===== src/rtl/ldo_ctrl_v2.sv =====
// Digital LDO controller: synchronised comparator decision drives a thermometer PT array,
// with fixed or adaptive (coarse/fine) stepping, limit-cycle lock detect and test modes.
module ldo_ctrl_v2 #(
  parameter int unsigned ARRSZ   = 9,
  parameter int unsigned TRIMW   = 10,
  parameter int unsigned MAXSTEP = 4,
  parameter int unsigned RUNLEN  = 3,
  parameter int unsigned LOCKN   = 4,
  parameter int unsigned CLKDIV  = 1,
  localparam int unsigned CW     = $clog2(ARRSZ + 1)
) (
  input  logic             clk,
  input  logic             reset_n,
  input  logic [1:0]       mode_sel,
  input  logic [TRIMW-1:0] trim,
  input  logic             cmp_in,
  input  logic             std_ctrl_in,
  input  logic [CW-1:0]    std_pt_in_cnt,
  output logic             cmp_out,
  output logic [CW-1:0]    ctrl_out,
  output logic [ARRSZ-1:0] pt_en,
  output logic [TRIMW-1:0] trim_out,
  output logic             lock
);

  localparam int unsigned RW = $clog2(RUNLEN + 1);
  localparam int unsigned LW = $clog2(LOCKN + 1);
  localparam int unsigned TW = (CLKDIV > 1) ? $clog2(CLKDIV) : 1;

  typedef enum logic [1:0] {
    M_PT    = 2'b00,
    M_CTRL  = 2'b01,
    M_FIXED = 2'b10,
    M_ADAPT = 2'b11
  } mode_e;

  mode_e            mode_q, mode_d, mode_in;
  logic             sync_q, cmp_q, sync_in;
  logic [CW-1:0]    ctrl_q, ctrl_d, load_cnt;
  logic [TRIMW-1:0] trim_q, trim_d;
  logic             lock_q, lock_d;
  logic [CW-1:0]    step_q, step_d;
  logic [RW-1:0]    run_q, run_d, run_inc;
  logic [LW-1:0]    rev_q, rev_d;
  logic [TW-1:0]    tick_q, tick_d;
  logic             lastdec_q, lastdec_d, lastv_q, lastv_d;
  logic [CW:0]      s, up, dbl;
  logic             reversal;

  assign mode_in  = mode_e'(mode_sel);
  assign sync_in  = (mode_in == M_CTRL) ? std_ctrl_in : cmp_in;
  assign load_cnt = (std_pt_in_cnt > CW'(ARRSZ)) ? CW'(ARRSZ) : std_pt_in_cnt;
  assign s        = (mode_q == M_ADAPT) ? {1'b0, step_q} : (CW+1)'(1);
  assign up       = {1'b0, ctrl_q} + s;
  assign dbl      = {1'b0, step_q} << 1;
  assign run_inc  = run_q + RW'(1);
  assign reversal = lastv_q && (cmp_q != lastdec_q);

  always_ff @(posedge clk or negedge reset_n) begin
    if (!reset_n) begin
      mode_q    <= M_PT;
      sync_q    <= 1'b0;
      cmp_q     <= 1'b0;
      ctrl_q    <= '0;
      trim_q    <= '0;
      lock_q    <= 1'b0;
      step_q    <= CW'(MAXSTEP);
      run_q     <= '0;
      rev_q     <= '0;
      tick_q    <= '0;
      lastdec_q <= 1'b0;
      lastv_q   <= 1'b0;
    end else begin
      mode_q    <= mode_d;
      sync_q    <= sync_in;
      cmp_q     <= sync_q;
      ctrl_q    <= ctrl_d;
      trim_q    <= trim_d;
      lock_q    <= lock_d;
      step_q    <= step_d;
      run_q     <= run_d;
      rev_q     <= rev_d;
      tick_q    <= tick_d;
      lastdec_q <= lastdec_d;
      lastv_q   <= lastv_d;
    end
  end

  always_comb begin
    mode_d    = mode_q;
    ctrl_d    = ctrl_q;
    trim_d    = trim_q;
    lock_d    = lock_q;
    step_d    = step_q;
    run_d     = run_q;
    rev_d     = rev_q;
    tick_d    = tick_q;
    lastdec_d = lastdec_q;
    lastv_d   = lastv_q;
    if (mode_in != mode_q) begin
      // Mode change: restart adaptation, never update the count in the same cycle.
      mode_d  = mode_in;
      step_d  = CW'(MAXSTEP);
      run_d   = '0;
      rev_d   = '0;
      tick_d  = '0;
      lastv_d = 1'b0;
      lock_d  = 1'b0;
      if (mode_in == M_PT) ctrl_d = load_cnt;
      if (mode_in == M_PT || mode_in == M_CTRL) trim_d = trim;
    end else if (mode_q == M_PT) begin
      ctrl_d = load_cnt;
      trim_d = trim;
    end else begin
      if (mode_q == M_CTRL) trim_d = trim;
      if (tick_q == TW'(CLKDIV - 1)) begin
        tick_d = '0;
        if (cmp_q)
          ctrl_d = (up > (CW+1)'(ARRSZ)) ? CW'(ARRSZ) : up[CW-1:0];
        else
          ctrl_d = ({1'b0, ctrl_q} < s) ? '0 : ctrl_q - s[CW-1:0];
        if (mode_q == M_ADAPT) begin
          if (reversal) begin
            step_d = (step_q > CW'(1)) ? (step_q >> 1) : CW'(1);
            run_d  = RW'(1);
          end else if (run_inc == RW'(RUNLEN)) begin
            step_d = (dbl > (CW+1)'(MAXSTEP)) ? CW'(MAXSTEP) : dbl[CW-1:0];
            run_d  = '0;
          end else begin
            run_d = run_inc;
          end
        end
        // Reversals at a coarse step neither count towards nor break lock.
        if (!reversal)
          rev_d = '0;
        else if (s == (CW+1)'(1) && rev_q != LW'(LOCKN))
          rev_d = rev_q + LW'(1);
        lock_d    = (rev_d == LW'(LOCKN));
        lastdec_d = cmp_q;
        lastv_d   = 1'b1;
      end else begin
        tick_d = tick_q + TW'(1);
      end
    end
  end

  always_comb begin
    pt_en = '0;
    for (int unsigned i = 0; i < ARRSZ; i++) pt_en[i] = (CW'(i) < ctrl_q);
  end

  assign cmp_out  = cmp_q;
  assign ctrl_out = ctrl_q;
  assign trim_out = trim_q;
  assign lock     = lock_q;

endmodule


===== config.mk =====
export PLATFORM = sky130hd
export DESIGN_NAME = ldo_ctrl_v2
export DESIGN_NICKNAME = d
export VERILOG_FILES = /design/src/rtl/ldo_ctrl_v2.sv
export SDC_FILE = /design/constraint.sdc
export NUM_CORES = 1
export LEC_CHECK = 0
export CAP_MARGIN = 20
export CELL_PAD_IN_SITES_DETAIL_PLACEMENT = 2
export CELL_PAD_IN_SITES_GLOBAL_PLACEMENT = 2
export CORE_MARGIN = 3
export CORE_UTILIZATION = 34
export DETAILED_ROUTE_END_ITERATION = 6
export PLACE_DENSITY = 0.95
export SYNTH_ARGS = -nofsm -noshare
export SYNTH_HDL_FRONTEND = slang
export SYNTH_SLANG_ARGS = --single-unit

===== constraint.sdc =====
create_clock -name clk -period 6.9 [get_ports clk]
set_clock_uncertainty 0.2 [all_clocks]
set_input_delay 2.07 -clock clk [delete_from_list [all_inputs] [get_ports clk]]
set_output_delay 2.07 -clock clk [all_outputs]
set_load 0.005 [all_outputs]

==> results of run 1 <==
-- layout make-up --
class | instances | area [µm²]
Fill cell | 555 | 2790
Multi-Input combinational cell | 135 | 1090
Sequential cell | 30 | 752
Timing Repair Buffer | 45 | 448
Tap cell | 70 | 87.6
Clock buffer | 7 | 86.3
Inverter | 12 | 45.0
Clock inverter | 1 | 5.00
-- cells in the mapped netlist (3+ instances only) --
cell type	n
o21ai_1	4
nor2_1	10
nand2_1	16
inv_1	11
o21ai_0	7
nor2b_1	4
nand2_2	3
a21oi_1	5
o21a_1	3
nand3_1	4
buf_2	3
xor2_1	3
xnor2_1	3
mux2_2	11
nand4_1	3
a21o_1	3
clkbuf_1	3
ha_1	11
a31oi_1	3
dfrtp_1	29
-- cell usage in the layout, fill, tap and decap left out, types with 3 or more instances in the layout --
master / n
clkdlybuf4s50_1: 44
dfrtp_1: 29
nand2_1: 16
inv_1: 11
mux2_2: 11
ha_1: 11
nor2_1: 10
o21ai_0: 7
clkbuf_8: 6
a21oi_1: 5
nor2b_1: 4
o21ai_1: 4
nand3_1: 4
a21o_1: 3
o21a_1: 3
xnor2_1: 3
xor2_1: 3
nand2_2: 3
nand4_1: 3
a31oi_1: 3
-- critical path: stages --
cell and delay (ns):
clkdlybuf4s50_1 0.87, xnor2_2 0.54, nand2_2 0.17, a21o_1 0.25
mux2_4 0.31
-- registers in the layout, summed over array words and instances, names as in the netlist --
signal     flops
lastv_q        1
lastdec_q      1
mode_q         2
sync_q         1
lock           1
rev_q          3
ctrl_out       4
cmp_out        1
step_q         4
run_q          2
trim_out      10
-- report_power, final --
| group | internal, mW | switching, mW | total, mW |
|---|---|---|---|
| sequential | 0.191 | 0.0265 | 0.217 |
| clock | 0.0803 | 0.0674 | 0.148 |
| combinational | 0.0994 | 0.0842 | 0.184 |
-- kinds of logic (layout without fill, tap and decap cells) --
logic type / Yosys count / in the layout
AND/OR/NAND/NOR: 57 / 57
AO/OA/AOI/OAI: 43 / 43
flip-flops: 30 / 30
buffers and inverters: 21 / 65
multiplexers: 15 / 15
adder cells (fa/ha/maj): 13 / 13
XOR/XNOR: 7 / 7
-- routing by layer --
layer	share of wire (%)	wire length [µm]	GRT usage [%]
met1	45	2600	23.5
met2	49	2870	31.9
met3	3.7	217	3.40
met4	2.4	140	8.45
met5	0	0	0
-- worst min path at each step --
stage | from | to | slack [ns] | depth (start not counted)
after floorplan | sync_q$_DFF_PN0_ | cmp_out$_DFF_PN0_ | 0.13 | 0
after global placement | sync_q$_DFF_PN0_ | cmp_out$_DFF_PN0_ | 0.14 | 0
after detailed placement | sync_q$_DFF_PN0_ | cmp_out$_DFF_PN0_ | 0.15 | 0
after CTS | sync_q$_DFF_PN0_ | cmp_out$_DFF_PN0_ | 0.15 | 0
after global routing | sync_q$_DFF_PN0_ | cmp_out$_DFF_PN0_ | 0.17 | 0
final | sync_q$_DFF_PN0_ | cmp_out$_DFF_PN0_ | 0.15 | 0
==> metrics.txt, run 1 <==
status=finished clean; share of the synthesized area in the top cell type=37.4%; Setup CP Type=in -> reg; crit path to=step_q[1]$_DFFE_PN0P_; Hold Vio Cnt, Final=0; Synthesis Warnings=0; DR pass1 iterations=4; slew margin rel.=40.2%; post-synthesis mux area share=8.97%; area leader, netlist=dfrtp_1; WL final=between 5000 and 6000 µm; Antenna Nets Post-Route=0; Layout Cells excl Fill=300; Root Driver=clkbuf_8; largest family of logic cells by synthesized area=compound AO/OA/AOI/OAI gates; layout cell share with drive strength beyond 1=16.1%; Worst-Skew Late Latency=0.29 ns; # setup viols final=0; # H-tree levels=2; gp weighted congestion=roughly 0.75; reg2reg end=ctrl_out[0]$_DFFE_PN0P_; clock sink count=30; # Max-Cap Violations=0; syn avg cell area=roughly 10 µm²; Worst R2R Path Depth=9; Overall Power=549 µW; worst hold path class=reg -> reg; cells taking the most area after synthesis=dfrtp_1 (37%), ha_1 (7.1%), mux2_2 (6.4%); I/O Buffers=44; I/O pin cnt=between 40 and 50; Lkg Pwr=~1.0 nW; TritonCTS clock tree=yes; DIE HEIGHT=~82 µm; RSZ-0062 raised after global routing=false; 1st-iter DRT viols=approximately 40; worst-case clock buffer depth=2; Synth async-reset ratio=100%; Worst Path Max Fanout=20; Via density=about 5.4; DRC viols=0; largest net degree at the start of global routing=31; Post-Synth Adder-Cell Area=9.16%; fmax=approximately 240 MHz; most used flip-flop cell after synthesis=dfrtp_1; reg2reg setup slack=around 3.7 ns; hold_buf cts=0; Post-CTS Resized=0; Area Growth Syn to Fin=29.4%; post-CTS setup buffers=0; die footprint=between 6000 and 7000 µm²; first-pass GRT wire length=between 9000 and 10000 µm; cell count after synthesis=around 190; worst slew pin tran=0.895 ns; die width=81.5 µm; post-DR wirelength/cell=slightly below 20 µm; GR Util All Layers=a little under a fifth; Setup TNS=0 ns; Mapped Area=between 1500 and 2000 µm²; via count=1634; sequential element share of the synthesized area=about two fifths; Max rail drop VDD=roughly 90 µV; Synth Area in Simple Gates=16.6%; CP Capture Type=register; Post-DP Area=roughly 2400 µm²; CP Launch Type=input port; Antenna diodes=0; PnR worst setup slack=~2.7 ns; CTS buffer count=5; final period utilization=approximately three fifths; placed insts=a little under 300; post-synth net total=between 200 and 250; DP Worst Slack=between 2 and 2.5 ns; total gr overflow=0; CORE AREA=about 5300 µm²; #FFs+latches synth=30; Layout Nets=about 260; Worst R2R Start=mode_q[0]$_DFFE_PN0N_; row cnt=26; WP data arrival=~4.2 ns; Slew Limit Fails=0; EDFF count, synth=0; Synth Area in Compound Gates=17.7%; xor-xnor portion of the synthesized cell area=3.55%; hold_ws=~0.15 ns; fin area=between 2000 and 3000 µm²; Power Density=~220 nW/µm²; post-layout min period=4.25 ns; placed wire-length estimate=4320 µm; initial antenna violation count=0; clock transition at the registers of the reported paths=0.06 ns; Starting Density=a little over a third; post-route core utilization=47.3%; Worst EP required=a little under 7 ns; number of global-route vias before repair=between 1500 and 2000; Setup crit start=mode_sel[1]; Unique masters post-synth=between 50 and 60
No activity file was read; power rests on OpenSTA's default activity.
==> run 2: changes to the inputs <==
--- a/config.mk
+++ b/config.mk
@@ -9,9 +9,9 @@
 export CELL_PAD_IN_SITES_DETAIL_PLACEMENT = 2
 export CELL_PAD_IN_SITES_GLOBAL_PLACEMENT = 2
 export CORE_MARGIN = 3
-export CORE_UTILIZATION = 34
+export CORE_UTILIZATION = 31
 export DETAILED_ROUTE_END_ITERATION = 6
-export PLACE_DENSITY = 0.95
+export PLACE_DENSITY = 0.88
 export SYNTH_ARGS = -nofsm -noshare
 export SYNTH_HDL_FRONTEND = slang
 export SYNTH_SLANG_ARGS = --single-unit
==> constraint.sdc (replaced) <==
create_clock -name clk -period 4.4 [get_ports clk]
set_clock_uncertainty 0.2 [all_clocks]
set_input_delay 1.32 -clock clk [delete_from_list [all_inputs] [get_ports clk]]
set_output_delay 1.32 -clock clk [all_outputs]
set_load 0.005 [all_outputs]
==> run 2 against run 1 <==
Global-route usage down 1.1 points. Critical path type is now reg -> out. Highest routed layer unchanged. Largest cell class unchanged. Hold slack gained 0.0033 ns. Wire length rose by 1.8%. Non-clock buffer count increased by 1. Sequential cell count unchanged. Total power up 56%. Critical path depth decreased by 2. Setup slack worse by 1.7 ns. Cell count rose by 2.0%. Die area increased by 8.9%.
==> metrics.txt, run 2 (synthesis gave the netlist of run 1 again) <==
die width=85.1 µm; first-pass GRT wire length=10200 µm; worst hold path class=reg -> reg; Worst Path Max Fanout=11; Layout Cells excl Fill=a little over 300; Layout Nets=about 260; Critical Path Slowest Stage Cell=dfrtp_1; DIE HEIGHT=approximately 85 µm; hold_buf cts=0; CORE AREA=between 5000 and 6000 µm²; placed wire-length estimate=4640 µm; Setup TNS=0 ns; initial antenna violation count=0; post-layout min period=about 3.4 ns; Post-DP Area=~2400 µm²; RSZ-0062 raised after global routing=false; Antenna diodes=0; row cnt=28; Lkg Pwr=between 1 and 1.5 nW; commonest non-fill, non-tap cells in the layout=clkdlybuf4s50_1 (44), dfrtp_1 (29), nand2_1 (16); Starting Density=32.4%; Antenna Nets Post-Route=0; Max rail drop VDD=173 µV; Seq pwr share=between 30% and 40%; WP data arrival=1.91 ns; # setup viols final=0; internal power=between 500 and 600 µW; layout cell share with drive strength beyond 1=around 16%; I/O pin cnt=45; via count=between 1500 and 2000; most common cell after layout, fill and taps aside=clkdlybuf4s50_1; post-route core utilization=between 40% and 50%; CTS buffer count=5; Hold Vio Cnt, Final=0; GR Util All Layers=~18%; die footprint=about 7200 µm²; post-CTS setup buffers=0; 1st-iter DRT viols=between 50 and 60; Power Density=339 nW/µm²; # H-tree levels=2; Slew Limit Fails=0; Gate power share=33.5%; switching share of power=roughly a third; slew margin rel.=around 60%; placed insts=about 300; Setup CP Type=reg -> out; Switch Pwr=274 µW; CP Capture Type=output port; Via density=roughly 5.2; Area Growth Syn to Fin=30.1%; worst-case clock buffer depth=2; gp weighted congestion=0.729; Cell Chain, Critical Path=or2_2 -> or3_1 -> clkdlybuf4s50_1; worst slew pin tran=roughly 0.6 ns; Post-CTS Resized=0; Worst-Skew Late Latency=about 0.28 ns; post-DR wirelength/cell=slightly below 20 µm; clock transition at the registers of the reported paths=0.06 ns; largest net degree at the start of global routing=31; total gr overflow=0; clock sink count=30; fmax=~290 MHz; DRC viols=0; CP Launch Type=register; TritonCTS clock tree=yes; Worst EP required=about 2.9 ns; status=finished clean; number of global-route vias before repair=1846; max incr delay on CP=between 0.5 and 0.6 ns; I/O Buffers=between 40 and 50; WL final=between 5000 and 6000 µm; final period utilization=between 70 and 80%; # Max-Cap Violations=0; DR pass1 iterations=4; Clk pwr share=26.7%; Root Driver=clkbuf_8; fin area=2520 µm²; Largest register FFs=10
-- run 2: changes by cell type in the layout (fill, tap and decap cells not counted), sizes merged --
cell / change
buf: +1
-- run 2: routing by layer --
metal | part of all wire [%] | track usage [%] | vias up
li1 | - | - | 747
met1 | 42 | 21.9 | 810
met2 | 55 | 32.3 | 17
met3 | 1.6 | 3.20 | 6
met4 | 1.0 | 4.32 | 0
met5 | 0 | 0 | -
-- run 2: worst max-delay path: cells and delay by family (launching register included) --
family | cells | cell delay (ns)
simple gates | 2 | 0.66
buf+inv | 1 | 0.45
flops | 1 | 0.52
-- run 2: per-stage QoR --
| stage | total power [mW] | hold WS (ns) | setup WS [ns] |
|---|---|---|---|
| after floorplan | 0.488 | 0.131 | 1.75 |
| after global placement | 0.619 | 0.135 | 1.10 |
| after detailed placement | 0.633 | 0.147 | 0.942 |
| after CTS | 0.868 | 0.154 | 0.962 |
| after global routing | 0.916 | 0.181 | 0.902 |
| final | 0.856 | 0.150 | 0.969 |
-- run 2: final timing paths --
kind / start / end / slack (ns) / depth (start not counted)
worst max-delay path: ctrl_out[3]$_DFFE_PN0P_ / pt_en[0] / 0.97 / 3
worst min-delay path: sync_q$_DFF_PN0_ / cmp_out$_DFF_PN0_ / 0.15 / 0
worst max register to register: mode_q[0]$_DFFE_PN0N_ / ctrl_out[0]$_DFFE_PN0P_ / 1.28 / 9
worst min register to register: sync_q$_DFF_PN0_ / cmp_out$_DFF_PN0_ / 0.15 / 0
max in group asynchronous: reset_n / step_q[2]$_DFFE_PN1P_ / 2.42 / 2
min in group asynchronous: reset_n / trim_out[9]$_DFFE_PN0P_ / 1.25 / 2
-- run 2: final cells by class --
type	instances	area [µm²]
Clock inverter	1	5.00
Tap cell	75	93.8
Clock buffer	7	86.3
Fill cell	644	3470
Sequential cell	30	752
Timing Repair Buffer	46	455
Multi-Input combinational cell	135	1090
Inverter	12	45.0
-- run 2: power by group through the flow --
stage | clock, mW | combinational (mW) | sequential, mW
6_report | 0.229 | 0.287 | 0.341
5_1_grt | 0.254 | 0.315 | 0.347
4_1_cts | 0.235 | 0.292 | 0.341
3_5_place_dp | 0 | 0.288 | 0.346
3_3_place_gp | 0 | 0.275 | 0.344
2_1_floorplan | 0 | 0.156 | 0.332
==> run 3: changes to the inputs <==
--- a/config.mk
+++ b/config.mk
@@ -9,9 +9,9 @@
 export CELL_PAD_IN_SITES_DETAIL_PLACEMENT = 2
 export CELL_PAD_IN_SITES_GLOBAL_PLACEMENT = 2
 export CORE_MARGIN = 3
-export CORE_UTILIZATION = 31
+export CORE_UTILIZATION = 28
 export DETAILED_ROUTE_END_ITERATION = 6
-export PLACE_DENSITY = 0.88
+export PLACE_DENSITY = 0.84
 export SYNTH_ARGS = -nofsm -noshare
 export SYNTH_HDL_FRONTEND = slang
 export SYNTH_SLANG_ARGS = --single-unit
==> constraint.sdc (replaced) <==
create_clock -name clk -period 2.9 [get_ports clk]
set_clock_uncertainty 0.2 [all_clocks]
set_input_delay 0.87 -clock clk [delete_from_list [all_inputs] [get_ports clk]]
set_output_delay 0.87 -clock clk [all_outputs]
set_load 0.005 [all_outputs]
==> run 3 against run 2 <==
Core utilization decreased by 2.4 points. Sequential share of layout area fell by 0.69 points. Largest cell class unchanged. Setup slack worse by 0.86 ns. Critical endpoint unchanged. First-iteration DRC count is 25% lower. Sequential cell count stayed put. Register-to-register slack lost 1.0 ns. Critical path depth is the same. Hold slack about the same. Total power rose by 51%.
==> metrics.txt, run 3 (synthesis gave the netlist of run 1 again) <==
number of global-route vias before repair=around 1800; Hold Vio Cnt, Final=0; 1st-iter DRT viols=40; Max rail drop VDD=221 µV; Post-CTS Resized=0; worst slew pin tran=roughly 0.5 ns; placed wire-length estimate=a little over 4000 µm; final period utilization=between 90 and 100%; Worst Hold Depth=0; Power Density=497 nW/µm²; Setup CP Type=reg -> out; slew margin rel.=approximately 66%; CTS buffer count=5; RSZ-0062 raised after global routing=false; Root Driver=clkbuf_8; Antenna Nets Post-Route=0; Cell Chain, Critical Path=or2_2 -> or3_1 -> clkdlybuf4s50_1; status=finished clean; min-delay src=sync_q$_DFF_PN0_; DR pass1 iterations=4; TritonCTS clock tree=yes; DRC viols=0; Critical Path Slowest Stage Cell=clkdlybuf4s50_1; I/O Buffers=44; Lkg Pwr=approximately 1.1 nW; GR Util All Layers=between 10% and 20%; reg2reg end=ctrl_out[2]$_DFFE_PN0P_; max incr delay on CP=between 0.4 and 0.5 ns; Largest register FFs=10; clock sink count=30; Worst-Skew Late Latency=around 0.28 ns; Starting Density=between 20% and 30%; first-pass GRT wire length=around 8900 µm; most common cell after layout, fill and taps aside=clkdlybuf4s50_1; post-route core utilization=between 30% and 40%; largest net degree at the start of global routing=31; Worst EP required=~1.8 ns; via count=about 1600; clock transition at the registers of the reported paths=approximately 0.060 ns; DIE HEIGHT=a little under 90 µm; CP Capture Type=output port; commonest non-fill, non-tap cells in the layout=clkdlybuf4s50_1 (44), dfrtp_1 (27), nand2_1 (16); Slew Limit Fails=0; I/O pin cnt=45; post-layout min period=~2.8 ns; WL final=5280 µm; Worst R2R Path Depth=9; CP Launch Type=register; die width=about 90 µm; fmax=approximately 360 MHz; Layout Cells excl Fill=between 300 and 400; worst-case clock buffer depth=2; post-CTS setup buffers=0; worst hold path class=reg -> reg; placed insts=310; post-DR wirelength/cell=~17 µm; layout cell share with drive strength beyond 1=20.4%; WP data arrival=1.72 ns; Antenna diodes=0; # setup viols final=0; hold_buf cts=0; CORE AREA=6530 µm²; row cnt=29; FILL cells=between 700 and 800; # Max-Cap Violations=0; reg2reg setup slack=0.28 ns; Worst R2R Start=mode_q[1]$_DFFE_PN0N_; initial antenna violation count=0; Hold Path End=cmp_out$_DFF_PN0_; Via density=~5; Layout Nets=about 270; Setup TNS=0 ns; # H-tree levels=2; gp weighted congestion=just over 0.8; Worst Path Max Fanout=3; die footprint=~8000 µm²; Area Growth Syn to Fin=33.7%; total gr overflow=0
run 3: cell types whose count changed in the layout (fill, tap and decap cells not counted):
cell and delta:
mux2i_1 -1, dfrtp_1 -2, clkinv_2 -1, mux2i_2 +1, buf_4 +10, dfrtp_2 +2
clkbuf_8 -1, clkbuf_1 +1
run 3: critical path: cells and delay by family (launching register included):
family                 cells  cell delay [ns]
AND/OR/NAND/NOR            2             0.61
buffers and inverters      1             0.45
flip-flops                 1             0.38
run 3: final cells by class:
class                   instances  area (µm²)  share of cell area (%)
multi-input cells             135        1090                    42.0
well taps                      77        96.3                    3.72
flip-flops and latches         30         754                    29.1
inverters                      12        45.0                    1.74
clock buffers                   7        76.3                    2.94
repair buffers                 56         531                    20.5
run 3: stage by stage:
stage | hold WS (ns) | instance area [µm²] | power (mW) | worst slack (ns)
final | 0.150 | 2590 | 1.29 | 0.109
after floorplan | 0.131 | 1940 | 0.740 | 0.468
after detailed placement | 0.139 | 2510 | 0.983 | 0.0944
after global placement | 0.132 | 2510 | 0.961 | 0.179
after global routing | 0.179 | 2590 | 1.38 | 0.0401
after CTS | 0.153 | 2590 | 1.31 | 0.0486
run 3: worst max-delay path by stage:
stage          slack (ns)  depth (start not counted)                    start                       to
6_report             0.11                          3  ctrl_out[2]$_DFFE_PN0P_                 pt_en[0]
5_1_grt              0.04                          3  ctrl_out[2]$_DFFE_PN0P_                 pt_en[0]
4_1_cts              0.05                          2  ctrl_out[1]$_DFFE_PN0P_                 pt_en[1]
3_5_place_dp         0.09                          5              mode_sel[1]    step_q[0]$_DFFE_PN0P_
3_3_place_gp         0.18                          6              mode_sel[0]     rev_q[0]$_DFFE_PN0P_
2_1_floorplan        0.47                         11    mode_q[0]$_DFFE_PN0N_  ctrl_out[0]$_DFFE_PN0P_
run 3: report_power, final:
part / switching [mW] / internal (mW) / leakage [nW] / total, mW
Clock: 0.148 / 0.165 / 0.0383 / 0.313
Combinational: 0.214 / 0.261 / 0.671 / 0.475
Sequential: 0.0456 / 0.455 / 0.369 / 0.501
Total: 0.408 / 0.881 / 1.08 / 1.29
run 3: per-layer routing:
layer	track usage, %	wire length [µm]
met3	2.76	107
met2	24.6	2690
met4	4.74	94
met1	18.7	2390
met5	0	0
==> patch 1, RTL diff (flow settings as in run 2) <==
Add an input register stage for `mode_sel`, `trim`, `cmp_in`, `std_ctrl_in` and `std_pt_in_cnt`, cleared by the reset; this delays them by one clock.
--- a/src/rtl/ldo_ctrl_v2.sv
+++ b/src/rtl/ldo_ctrl_v2.sv
@@ -34,6 +34,28 @@
     M_ADAPT = 2'b11
   } mode_e;
 
+  logic [1:0] mode_sel_q;
+  logic [TRIMW-1:0] trim_r;
+  logic cmp_r;
+  logic std_ctrl_q;
+  logic [CW-1:0] std_pt_in_cnt_q;
+
+  always_ff @(posedge clk or negedge reset_n) begin
+    if (!reset_n) begin
+      mode_sel_q      <= '0;
+      trim_r          <= '0;
+      cmp_r           <= '0;
+      std_ctrl_q      <= '0;
+      std_pt_in_cnt_q <= '0;
+    end else begin
+      mode_sel_q      <= mode_sel;
+      trim_r          <= trim;
+      cmp_r           <= cmp_in;
+      std_ctrl_q      <= std_ctrl_in;
+      std_pt_in_cnt_q <= std_pt_in_cnt;
+    end
+  end
+
   mode_e            mode_q, mode_d, mode_in;
   logic             sync_q, cmp_q, sync_in;
   logic [CW-1:0]    ctrl_q, ctrl_d, load_cnt;
@@ -47,9 +69,9 @@
   logic [CW:0]      s, up, dbl;
   logic             reversal;
 
-  assign mode_in  = mode_e'(mode_sel);
-  assign sync_in  = (mode_in == M_CTRL) ? std_ctrl_in : cmp_in;
-  assign load_cnt = (std_pt_in_cnt > CW'(ARRSZ)) ? CW'(ARRSZ) : std_pt_in_cnt;
+  assign mode_in  = mode_e'(mode_sel_q);
+  assign sync_in  = (mode_in == M_CTRL) ? std_ctrl_q : cmp_r;
+  assign load_cnt = (std_pt_in_cnt_q > CW'(ARRSZ)) ? CW'(ARRSZ) : std_pt_in_cnt_q;
   assign s        = (mode_q == M_ADAPT) ? {1'b0, step_q} : (CW+1)'(1);
   assign up       = {1'b0, ctrl_q} + s;
   assign dbl      = {1'b0, step_q} << 1;
@@ -107,12 +129,12 @@
       lastv_d = 1'b0;
       lock_d  = 1'b0;
       if (mode_in == M_PT) ctrl_d = load_cnt;
-      if (mode_in == M_PT || mode_in == M_CTRL) trim_d = trim;
+      if (mode_in == M_PT || mode_in == M_CTRL) trim_d = trim_r;
     end else if (mode_q == M_PT) begin
       ctrl_d = load_cnt;
-      trim_d = trim;
+      trim_d = trim_r;
     end else begin
-      if (mode_q == M_CTRL) trim_d = trim;
+      if (mode_q == M_CTRL) trim_d = trim_r;
       if (tick_q == TW'(CLKDIV - 1)) begin
         tick_d = '0;
         if (cmp_q)
Function: changed (a bounded check fails within 4 cycles, from zero or initial values and one cycle with reset_n low).
==> patch 1 against run 2 <==
Synthesized area increased by 21%. Critical path depth unchanged. Sequential share of layout area increased by 10 points. Count of clock-buffer cells in the layout decreased by 2. Routed wire length increased by 3.0%. Sequential cell count increased by 18. Cell area increased by 18%. Total power increased by 43%. Worst setup slack improved by 0.018 ns. Non-clock buffer count decreased by 1.
==> patch 1: results (changes against run 2) <==
[global_route]
grt_pass1_wl_um = 10400  ; +1.4%
grt_usage_pct = 15.5  ; -2.4 points
grtUsageMet2_pct = 28.1  ; -4.1 points
grt_max_degree = 49  ; +58%

[sta]
worst_pin_slew_ns = 0.805  ; +0.194 ns

[logic_synthesis]
synth_top_area_share_pct = 50.2  ; +13 points
synth_common_cells = dfrtp_1 (47), nand2_1 (16), inv_1 (15), nor2_1 (13)
syn-num-nets = 243  ; +11%
ys_types = 50  ; -7.4%
synth_seq_area_share_pct = 51.3  ; +13 points
synthTopCellsByArea = dfrtp_1 (50%), ha_1 (5.3%), mux2_2 (5.3%)

[pwr]
p_leak_nw = 1.26  ; +20%
ir_drop_mv = 0.210  ; +21%
sequentialPowerShare_pct = 42.9  ; +3.1 points
clkPwrFrac_pct = 25.9  ; -0.8 points
switching_share_pct = 30.7  ; -1.3 points

[drt]
wl_met3_um = 294  ; +220%
vias_per_cell = 4.94  ; -4.4%
drt_iter0_drc = 67  ; +26%
drt-wirelength-per-cell_um = 17.3  ; -11%
wl_met1_um = 2420  ; -3.6%

[finish]
regArea_mm2 = 0.00120  ; +60%
layout.nonclk_buf_share_pct = 15.3  ; -2.8 points
nMultiInputCombCells = 138  ; +2.2%
nNonClkBuffers = 45  ; -2.2%
multi_input_area_mm2 = 0.00104  ; -4.6%
inverters = 15  ; +3
nets = 285  ; +8.4%
drive_gt1_share_pct = 11.0  ; -5.4 points
stdcell_count = 353  ; +15%
n_fill_cell = 792  ; +23%

[critical_path]
slowest_delay_ns = 0.50  ; -0.02 ns
rr_endpoint = ctrl_out[2]
ff2ff_setup_slack_ns = 1.50  ; +0.22 ns

[cts]
cts.sinks = 48  ; +60%
clk_pin_slew_worst_paths_ns = 0.09  ; +0.03 ns

[placement]
post-dp-hpwl_um = 4700  ; +1.3%
dp_slack_ns = 1.30  ; +0.362 ns
numPlacedInstances = 344  ; +15%
gp_congestion = 0.872  ; +20%
placed_cell_area_mm2 = 0.00285  ; +17%

[outcome]
outcome = finished, final reports clean

==> patch 1: logic make-up after synthesis <==
logic type	Yosys count	share of synthesized area, %
muxes	15	7.10
AOI/OAI and AO/OA	43	13.0
xor gates and xnor gates	7	2.62
adders and majority gates	12	7.05
DFF	48	51.3
and+or+nand+nor	61	14.5
buffers and inverters	25	4.48
==> patch 1: worst min-delay path by stage <==
stage	to	slack, ns	depth (start not counted)
final	cmp_out	0.18	0
after global routing	cmp_out	0.21	0
after CTS	cmp_out	0.19	0
after detailed placement	cmp_out	0.17	0
after global placement	cmp_out	0.13	0
after floorplan	cmp_out	0.13	0
==> patch 1: per-stage QoR <==
step | total power, mW | utilization (%) | hold WS, ns
floorplan | 0.728 | - | 0.131
global route | 1.31 | 40.9 | 0.205
detailed placement | 0.916 | 39.1 | 0.171
global placement | 0.891 | 39.1 | 0.134
CTS | 1.24 | 40.7 | 0.194
finish | 1.22 | 40.9 | 0.180
==> patch 2, RTL diff (config.mk and constraints of run 2) <==
Made on the original files. Set the parameter `LOCKN` to 2 (it was 4).
--- a/src/rtl/ldo_ctrl_v2.sv
+++ b/src/rtl/ldo_ctrl_v2.sv
@@ -5,7 +5,7 @@
   parameter int unsigned TRIMW   = 10,
   parameter int unsigned MAXSTEP = 4,
   parameter int unsigned RUNLEN  = 3,
-  parameter int unsigned LOCKN   = 4,
+  parameter int unsigned LOCKN   = 2,
   parameter int unsigned CLKDIV  = 1,
   localparam int unsigned CW     = $clog2(ARRSZ + 1)
 ) (
Behaviour: not the same (a bounded check fails within 10 cycles, from zero or initial values and one cycle with reset_n low).
==> patch 2 against run 2 <==
Synthesized area fell by 8.8%. Total power fell by 5.4%. Cell area fell by 7.0%. Utilization rose by 2.1 points. Routed wire length fell by 13%. Critical path depth did not move. Die area fell by 8.2%. Worst setup slack improved by 0.0011 ns. Sequential cell count fell by 1. First-iteration DRC count fell by 9.4%. Count of clock-buffer cells in the layout fell by 1. Highest routed layer unchanged.
==> patch 2: results (changes against run 2) <==
[outcome]
outcome = finished, final reports clean

[cts]
htree_levels = 2  ; unchanged
post_cts_buffers = 0  ; unchanged
cts_resized = 0  ; unchanged
clk_path_buf_depth = 2  ; unchanged
clk_latency_ns = 0.28  ; about the same
clockRootBuffer = clkbuf_8
cts_buffers = 5  ; unchanged
clk_pin_slew_worst_paths_ns = 0.06  ; about the same

[sta]
worst_pin_slew_ns = 0.485  ; -0.125 ns
drv_slew = 0  ; unchanged

[finish]
nets = 251  ; -4.6%
largest_register_ffs = 10  ; unchanged
drive_gt1_share_pct = 14.5  ; -2.0 points
n_fill_cell = 566  ; -12%
n_antenna_cell = 0  ; unchanged

[drt]
dr.pass1.iters = 4  ; unchanged
vias = 1497  ; -5.3%
ant_nets = 0  ; unchanged
drt_iter0_drc = 48  ; -9.4%
routed_wl_um = 5140  ; -13%

[worst_hold_path]
hold_end = cmp_out
hold_depth = 0  ; unchanged
min_path_type = register to register
hold_start = sync_q

[placement]
post-dp-hpwl_um = 3970  ; -14%
placed_cell_area_mm2 = 0.00226  ; -6.9%
gp_congestion = 0.766  ; +5.1%

[critical_path]
path_max_fanout = 11  ; unchanged
arrival_ns = 1.91  ; about the same
rr_endpoint = ctrl_out[3]
ff2ff_setup_slack_ns = 1.46  ; +0.18 ns
r2r-start = mode_q[1]

[logic_synthesis]
synth_seq_area_share_pct = 41.1  ; +2.3 points
yosysWarnings = 0  ; unchanged
syn-num-nets = 207  ; -5.5%
synthTopCellsByArea = dfrtp_1 (40%), mux2_2 (8.3%), ha_1 (6.4%)
ys_types = 48  ; -11%
synth_common_cells = dfrtp_1 (28), nand2_1 (16), inv_1 (15), mux2_2 (13), o21ai_0 (13)
synth-async-reset-ratio_pct = 100  ; unchanged

[global_route]
grt_max_degree = 30  ; -3.2%
antenna_found_initial = 0  ; unchanged
grt_pass1_wl_um = 8370  ; -18%
grt_pass1_vias = 1679  ; -9.0%
grt_usage_pct = 16.9  ; -0.91 points

[pwr]
p_leak_nw = 1.04  ; -1.1%
ir_drop_mv = 0.129  ; -25%

==> patch 2: layout make-up <==
class,instances,area [um^2],area share (%)
clock buffer,6,72.6,3.09
inverter,15,56.3,2.40
sequential,29,727,31.0
tap,70,87.6,3.73
multi-input combinational,123,938,40.0
clock inverter,2,10.0,0.426
timing repair buffer,46,455,19.4
==> patch 2: critical path, stage by stage, from the launching register on <==
cell and delay [ns]:
dfrtp_1 0.51, or2_2 0.37, or3_1 0.31, clkdlybuf4s50_1 0.45
==> patch 2: cells by family after synthesis <==
family,synth area share [%]
AO/OA/AOI/OAI,18.8
buffers and inverters,5.80
XOR/XNOR,2.48
AND/OR/NAND/NOR,13.7
flip-flops,41.1
adder cells (fa/ha/maj),8.63
multiplexers,9.41
==> patch 2: metrics by stage <==
stage | hold slack (ns) | std cells | utilization [%] | worst slack [ns]
6_report | 0.169 | 291 | 44.3 | 0.970
5_1_grt | 0.185 | 291 | 44.3 | 0.868
4_1_cts | 0.175 | 291 | 44.3 | 0.950
3_5_place_dp | 0.152 | 283 | 42.7 | 0.955
3_3_place_gp | 0.144 | 283 | 42.7 | 1.06
2_1_floorplan | 0.131 | 176 | - | 1.75
==> patch 2: layer usage <==
layer / vias up / GRT usage [%] / part of all wire [%]
li1: 708 / - / -
met1: 752 / 19.3 / 43
met2: 32 / 31.0 / 52
met3: 5 / 4.06 / 4.1
met4: 0 / 5.07 / 1.0
met5: - / 0 / 0
==> patch 2: power by group <==
group / internal, mW / leakage, nW / total, mW / switching [mW]
clock network: 0.109 / 0.0450 / 0.214 / 0.105
registers: 0.290 / 0.359 / 0.325 / 0.0357
logic: 0.154 / 0.633 / 0.271 / 0.117
total: 0.553 / 1.04 / 0.810 / 0.257
==> patch 2: how the worst max path moves through the flow <==
stage / start / endpoint / cells past startpoint
floorplan: mode_sel[0] / ctrl_out[1] / 5
global placement: mode_sel[1] / step_q[1] / 5
detailed placement: mode_sel[1] / ctrl_out[2] / 6
CTS: ctrl_out[3] / pt_en[0] / 3
global route: ctrl_out[3] / pt_en[0] / 3
finish: ctrl_out[3] / pt_en[0] / 3
